**src/rtl/calc1_port_responder_if.sv**
```systemverilog
// Request/response bundle for the calc1 command/data port.
// Bit 0 is the MSB on every vector, matching the legacy bench wiring.
interface calc1_port_responder_if;
    logic [0:3]  cmd_in;
    logic [0:31] data_in;
    logic [0:1]  out_resp;
    logic [0:31] data_out;
    logic        busy;

    modport master (
        output cmd_in,
        output data_in,
        input  out_resp,
        input  data_out,
        input  busy
    );

    modport slave (
        input  cmd_in,
        input  data_in,
        output out_resp,
        output data_out,
        output busy
    );
endinterface

```
**src/rtl/calc1_port_responder.sv**
```systemverilog
// calc1 single-port responder: command + operand 1, then operand 2, then a
// registered 2-bit response and 32-bit result after EXEC_CYCLES cycles.
module calc1_port_responder #(
    parameter int unsigned EXEC_CYCLES = 2
) (
    input  logic                    c_clk,
    input  logic                    reset_n,
    calc1_port_responder_if.slave   port
);

    typedef enum logic [1:0] {
        IDLE,
        OP2,
        EXEC,
        RESP
    } state_t;

    state_t      state;
    logic [3:0]  cnt;
    logic [0:3]  cmd_q;
    logic [0:31] op1;
    logic [0:31] op2;

    logic [32:0] sum;
    logic [4:0]  shamt;
    logic [1:0]  res_code;
    logic [31:0] res_data;

    always_comb begin
        sum      = {1'b0, op1} + {1'b0, op2};
        shamt    = op2[27:31];
        res_code = 2'd3;
        res_data = '0;
        case (cmd_q)
            4'd1: begin
                if (sum[32]) begin
                    res_code = 2'd2;
                end else begin
                    res_code = 2'd1;
                    res_data = sum[31:0];
                end
            end
            4'd2: begin
                if (op1 < op2) begin
                    res_code = 2'd2;
                end else begin
                    res_code = 2'd1;
                    res_data = op1 - op2;
                end
            end
            4'd5: begin
                res_code = 2'd1;
                res_data = op1 << shamt;
            end
            4'd6: begin
                res_code = 2'd1;
                res_data = op1 >> shamt;
            end
            default: begin
                res_code = 2'd3;
                res_data = '0;
            end
        endcase
    end

    // Commands arriving outside IDLE (including on the RESP exit edge) are dropped.
    always_ff @(posedge c_clk or negedge reset_n) begin
        if (!reset_n) begin
            state         <= IDLE;
            cnt           <= '0;
            cmd_q         <= '0;
            op1           <= '0;
            op2           <= '0;
            port.out_resp <= '0;
            port.data_out <= '0;
            port.busy     <= 1'b0;
        end else begin
            case (state)
                IDLE: begin
                    if (port.cmd_in != 4'd0) begin
                        cmd_q     <= port.cmd_in;
                        op1       <= port.data_in;
                        port.busy <= 1'b1;
                        state     <= OP2;
                    end
                end
                OP2: begin
                    op2   <= port.data_in;
                    cnt   <= 4'(EXEC_CYCLES - 1);
                    state <= EXEC;
                end
                EXEC: begin
                    if (cnt == 4'd0) begin
                        port.out_resp <= res_code;
                        port.data_out <= res_data;
                        state         <= RESP;
                    end else begin
                        cnt <= cnt - 4'd1;
                    end
                end
                RESP: begin
                    port.out_resp <= '0;
                    port.data_out <= '0;
                    port.busy     <= 1'b0;
                    state         <= IDLE;
                end
                default: state <= IDLE;
            endcase
        end
    end

endmodule

```
**src/flat_wrapper.sv**
```systemverilog
// flat-port wrapper written by rule: the top's interface ports become plain ports
module calc1_port_responder_flat 
#(
    parameter int unsigned EXEC_CYCLES = 2
)
  (c_clk, reset_n, port_cmd_in, port_data_in, port_out_resp, port_data_out, port_busy);
  calc1_port_responder_if port_i ();
  input  logic c_clk;
  input  logic reset_n;
  input wire logic [$bits(port_i.cmd_in)-1:0] port_cmd_in;
  input wire logic [$bits(port_i.data_in)-1:0] port_data_in;
  output wire logic [$bits(port_i.out_resp)-1:0] port_out_resp;
  output wire logic [$bits(port_i.data_out)-1:0] port_data_out;
  output wire logic [$bits(port_i.busy)-1:0] port_busy;
  assign port_i.cmd_in = port_cmd_in;
  assign port_i.data_in = port_data_in;
  assign port_out_resp = port_i.out_resp;
  assign port_data_out = port_i.data_out;
  assign port_busy = port_i.busy;
  calc1_port_responder #(.EXEC_CYCLES(EXEC_CYCLES)) u_core (.c_clk(c_clk), .reset_n(reset_n), .port(port_i));
endmodule
```
**config.mk**
```make
export PLATFORM = sky130hd
export DESIGN_NAME = calc1_port_responder_flat
export DESIGN_NICKNAME = d
export VERILOG_FILES = /design/src/rtl/calc1_port_responder_if.sv /design/src/rtl/calc1_port_responder.sv /design/src/flat_wrapper.sv
export SDC_FILE = /design/constraint.sdc
export NUM_CORES = 1
export LEC_CHECK = 0
export BUFFER_PORTS_ARGS = -buffer_cell sky130_fd_sc_hd__buf_2
export CAP_MARGIN = 20
export CORE_MARGIN = 5
export CORE_UTILIZATION = 55
export CTS_CLUSTER_DIAMETER = 150
export CTS_CLUSTER_SIZE = 25
export DETAILED_ROUTE_END_ITERATION = 12
export PLACE_DENSITY = 0.78
export SLEW_MARGIN = 20
export SYNTH_ARGS = -nofsm -noshare
export SYNTH_HDL_FRONTEND = slang
export SYNTH_SLANG_ARGS = --single-unit
```
**constraint.sdc**
```tcl
create_clock -name c_clk -period 6.5 [get_ports c_clk]
set_input_delay 0.325 -clock c_clk [delete_from_list [all_inputs] [get_ports c_clk]]
set_output_delay 0.325 -clock c_clk [all_outputs]
set_load 0.05 [all_outputs]
```
Yosys cells after proc, flatten, opt, wreduce, memory -nomap -nowiden
Index checks and enable logic that the tools add are counted.
{"block": "word_totals", "inputBits": 38, "out_inout_bits": 35, "elab_cells": 53, "register_bits": 109}
{"block": "op_classes", "addsub": 3, "n_eq_ne": 10, "shift": 2, "order_cmp": 1, "muxes": 17, "n_reduce_logical": 12}
{"cell": "one-hot mux 32 bit (4 select lines)", "n": 1}
{"cell": "2-to-1 mux 32 bit", "n": 3}
{"cell": "one-hot mux 32 bit (2 select lines)", "n": 1}
{"cell": "adder 32 x 32 -> 33 bit", "n": 1}
{"cell": "less-than comparator 32 bit", "n": 1}
{"cell": "left shift 32 x 5 -> 32 bit", "n": 1}
{"cell": "right shift 32 x 5 -> 32 bit", "n": 1}
{"cell": "subtractor 32 bit", "n": 1}
{"cell": "2-to-1 mux 2 bit", "n": 5}
{"cell": "AND reduction 2 bit", "n": 5}
{"cell": "== test 4 x 3 -> 1 bit, second input constant", "n": 2}
{"cell": "one-hot mux 2 bit (4 select lines)", "n": 1}
{"cell": "one-hot mux 4 bit (2 select lines)", "n": 1}
{"cell": "one-hot mux 2 bit (3 select lines)", "n": 1}
{"cell": "nonzero test 2 bit", "n": 3}
{"cell": "== test 2 bit, second input constant", "n": 2}
{"cell": "== test 4 x 1 -> 1 bit, second input constant", "n": 1}
{"cell": "== test 4 x 2 -> 1 bit, second input constant", "n": 1}
{"cell": "zero test 4 bit", "n": 1}
{"cell": "2-to-1 mux 4 bit", "n": 1}
{"cell": "!= test 2 x 1 -> 1 bit, second input constant", "n": 2}
{"cell": "one-hot mux 2 bit (2 select lines)", "n": 1}
{"cell": "nonzero test 4 bit", "n": 1}
{"cell": "subtractor 4 x 1 -> 4 bit, second input constant", "n": 1}
{"cell": "6 further kinds", "n": 6}

Longest topological paths before layout
{"block": "depth", "depth_word": 5, "ltp_mapped": 16, "mapped_depth_nobuf": 12}

Worst setup path after synthesis
No wires, ideal clock.
{"block": "synth_timing", "path_kind": "reg-to-reg", "startpoint": "register u_core.op2[29] (netlist bit)", "endpoint": "register u_core.port.data_out[29]", "path_slack_ns": 2.598, "required_time_ns": 6.380, "synth_period_minus_slack_ns": 3.902, "n_path_buf": 4, "arrival_time_ns": 3.782, "setup_time_ns": 0.120, "stages_incl_launch_ff": 16, "path_cell_list": "dfrtp_1 clkbuf_1 clkinv_1 buf_1 buf_1 ha_1 nor2b_1 o2111ai_1 a211oi_2 a211oi_4 a21o_4 a211oi_2 or2_1 buf_6 a2111o_1 and3b_1"}
{"block": "synth_via", "elab_chain_cells": 5, "word_cells_on_any_way": 10, "cone_classes": "add/sub: 2; order compare: 1; shift: 2; mux: 5"}
{"item": "start, declared", "line_no": "calc1_port_responder.sv:22", "source": "logic [0:31] op2;"}
{"item": "start signal, assigned", "line_no": "calc1_port_responder.sv:88", "source": "op2 <= port.data_in;"}
{"item": "subtractor 32 bit (tied with other cells)", "line_no": "calc1_port_responder.sv:48", "source": "res_data = op1 - op2;"}
{"item": "2-to-1 mux 32 bit, on equally long branches", "line_no": "calc1_port_responder.sv:44, calc1_port_responder.sv:36"}
{"item": "one-hot mux 32 bit (4 select lines) *", "line_no": "calc1_port_responder.sv:34", "source": "case (cmd_q)"}
{"item": "2-to-1 mux 32 bit *", "line_no": "calc1_port_responder.sv:93", "source": "if (cnt == 4'd0) begin"}
{"item": "one-hot mux 32 bit (2 select lines) *", "line_no": "calc1_port_responder.sv:78", "source": "case (state)"}
{"item": "end signal, assigned", "line_no": "calc1_port_responder.sv:95", "source": "port.data_out <= res_data;"}
{"item": "end, declared", "line_no": "calc1_port_responder_if.sv:22", "source": "output data_out,"}
Every way passes the cells marked *; elsewhere a longest branch is shown, timed or not. The select of a mux whose other input is x is not followed.
A chain may end at the register's enable or synchronous reset.

Worst setup path in the final report
{"block": "layout_timing", "startpoint": "register u_core.op2[29] (netlist bit)", "endpoint": "register u_core.port.data_out[12]"}
The elaborated chain is that of the path after synthesis.

==> impl_metrics.yaml <==
outcome:
  outcome: "complete, no violations"
grt:
  gr-total-overflow: 0
  grt_use_total: 0.349
  antenna_found_initial: 0
  grt_max_degree: 72
  grt_pass1_vias: 11000
  grt_pass1_wl_um: 65900
worst_setup_path:
  worstReg2RegEnd: "u_core.port.data_out[12]$_DFFE_PN0P_"
  cp.required_ps: 6780
  cp_max_fo: 42
  crit_chain: "clkinv_1 -> buf_4 -> ha_1 -> nor2b_1 -> o2111ai_1 -> a211oi_2 -> a211oi_4 -> a21o_4 -> a211oi_2 -> or2_1 -> a2111oi_0 -> a211oi_1"
  r2r_cells: 12
  criticalPathCategory: "flip-flop to flip-flop"
  worstSetupStartpointType: "flip-flop"
  crit_path_frequent_cell: "a211oi_2"
  critPathTopFamily: "compound AO/OA/AOI/OAI gates"
  worst_setup_path_end_kind: "flip-flop"
  max_stage_delay_ps: 780
  path_buf_inv: 2
  worstReg2RegStart: "u_core.op2[29]$_DFFE_PN0P_"
  arrival_ps: 4900
  path_depth: 12
  ff2ff_setup_slack_ps: 1880
  critPathSlowestCell: "or2_1"
routing:
  drt_iter0_markers: 1520
  vias: 11700
  drc: 0
  postRouteWirelength_um: 42500
  via_per_inst: 6.78
  ant_nets: 0
  wl_per_cell_um: 24.7
  drt_pass1_iterations: 6
sta:
  fin_crit_sh: 0.710
  fmax_mhz: 217
  worst_pin_slew_ps: 1010
  rsz0062_at_grt: "false"
  finalSetupViolCount: 0
  finalCriticalPeriod_ps: 4620
  skew_ps: 9.47
  finalSetupTns_ps: 0
  hold_viol: 0
  max_slew_margin: 0.324
  slew_violations: 0
placement:
  port_buffers: 72
  place_congestion: 1.02
  dp_hpwl_um: 31900
final_layout:
  fill_cells: 1925
  finalNetCount: 1558
  final_layout_size_suffix_gt1_frac: 0.159
  synthToLayoutAreaGrowth_pct: 6.37
  antenna_cells: 0
min_path:
  hold_class: "primary input to flip-flop"
  holdPathEnd: "u_core.op2[4]$_DFFE_PN0P_"
  holdCritStartpoint: "port_data_in[27]"
  holdPathStages: 3
floorplan:
  start_util: 0.554
  row_count: 53
  dieArea_um2: 24000
  pin_count: 73
  dieWidth_um: 155
  core_region_area_um2: 20900
  chipHeight_um: 155
clocking:
  clkLatencyLatePin_ps: 370
  cts_tree: "yes"
  cts-buffers-inserted: 9
  cts_root_buffer: "clkbuf_16"
  postCtsHoldBufs: 1
  cts-htree-levels: 3
  post_cts_buffers: 0
  cts_buffer_depth: 2
  cts.sinks: 109
  ctsResizeCount: 0
  clk_pin_slew_worst_paths_ps: 80
synthesis:
  synth_area_leaders: "dfrtp_1, ha_1, mux4_2"
  syn_area_per_cell_um2: 8.02
  synth_ff_type: "dfrtp_1"
  synth_seq_cells: 109
  syn_nets: 1553
  ys_types: 88
  netlist.area_leader.share: 0.236
  async_flop_share: 1.00
  yosys_warnings: 0
  seq_area_frac_synth: 0.236
  netlist_instances: 1441
  netlist_area_um2: 11600
  synth_edf_count: 0
  yosysTopAreaCell: "dfrtp_1"
flow_run:
  maxCapViolations: 0
## layer usage
metal / vias up / track usage / wire [um]
li1: 5328 / - / -
met1: 5666 / 0.486 / 17700
met2: 604 / 0.545 / 19100
met3: 104 / 0.0648 / 3880
met4: 0 / 0.127 / 1840
met5: - / 0 / 0
## registers in the layout (all words and copies together) (netlist names)
| name | cells |
|---|---|
| u_core.cnt | 4 |
| u_core.state | 2 |
| u_core.cmd_q | 4 |
| u_core.port.out_resp | 2 |
| u_core.port.data_out | 32 |
| u_core.op2 | 32 |
| u_core.port.busy | 1 |
| u_core.op1 | 32 |
## through the flow
stage	instance area, um^2	worst slack, ps	hold WS [ps]	instances	utilization
floorplan	11600	2600	29.4	1441	-
global placement	12000	2130	371	1709	0.575
detailed placement	12000	2040	374	1709	0.575
CTS	12300	2040	167	1725	0.589
global route	12300	1590	184	1725	0.589
finish	12300	1880	170	1725	0.589
## synth_stat cells (25+ instances only)
master    count
nor2_1      157
a21oi_1     136
mux2_2       57
inv_1        70
nor3_1       36
clkbuf_1     58
ha_1         72
nand2_1     130
dfrtp_1     109
mux2i_1      44
nand3_1      32
mux4_2       32
buf_2        25
o21ai_0     119
## cell type report
type / count / area [um^2] / area share
timing repair buffer: 90 / 500 / 0.0407
multi-input combinational: 1162 / 8170 / 0.664
clock buffer: 10 / 229 / 0.0186
tap: 275 / 344 / 0.0280
clock inverter: 5 / 46.3 / 0.00376
sequential: 109 / 2740 / 0.222
inverter: 74 / 278 / 0.0226
## worst max path at each step
stage | startpoint | endpoint | slack, ps
after floorplan | u_core.op2[29]$_DFFE_PN0P_ | u_core.port.data_out[29]$_DFFE_PN0P_ | 2600
after global placement | u_core.op2[29]$_DFFE_PN0P_ | u_core.port.data_out[12]$_DFFE_PN0P_ | 2130
after detailed placement | u_core.op2[31]$_DFFE_PN0P_ | u_core.port.data_out[29]$_DFFE_PN0P_ | 2040
after CTS | u_core.op2[31]$_DFFE_PN0P_ | u_core.port.data_out[29]$_DFFE_PN0P_ | 2040
after global routing | u_core.op2[29]$_DFFE_PN0P_ | u_core.port.data_out[12]$_DFFE_PN0P_ | 1590
final | u_core.op2[29]$_DFFE_PN0P_ | u_core.port.data_out[12]$_DFFE_PN0P_ | 1880
## cells by family after synthesis
group	count (synthesis)	synth area share
adders and majority gates	74	0.0814
buffers and inverters	170	0.0598
DFF	109	0.236
and+or+nand+nor	461	0.181
muxes	133	0.156
xor gates and xnor gates	10	0.00758
AOI/OAI and AO/OA	484	0.278
## layout by cell type, fill, tap and decap left out, types with 12 or more instances in the layout
cell type  Yosys  final
nor2_1       157    155
a21oi_1      136    136
nand2_1      130    130
o21ai_0      119    119
dfrtp_1      109    105
ha_1          72     71
buf_2         25     71
inv_1         70     70
mux2_2        57     57
mux2i_1       44     44
nor3_1        36     35
nand3_1       32     32
mux4_2        32     32
a211oi_1      23     23
and2_1        20     20
o211ai_1      19     19
a31oi_1       18     18
buf_4          2     18
nand2b_1      17     17
nor2b_1       16     16
o21bai_1      16     16
a21o_1        13     13
o22ai_1       13     13
or3_1         12     12
## worst register-to-register path, stage by stage, from the launching register on
cell       delay, ps
dfrtp_2          410
clkinv_1          50
buf_4            420
ha_1             400
nor2b_1          230
o2111ai_1        200
a211oi_2         410
a211oi_4         160
a21o_4           270
a211oi_2         690
or2_1            780
a2111oi_0        250
a211oi_1         250
Power is not shown: default switching activity piles up to over one toggle a cycle in this logic, so the estimate is an artifact.
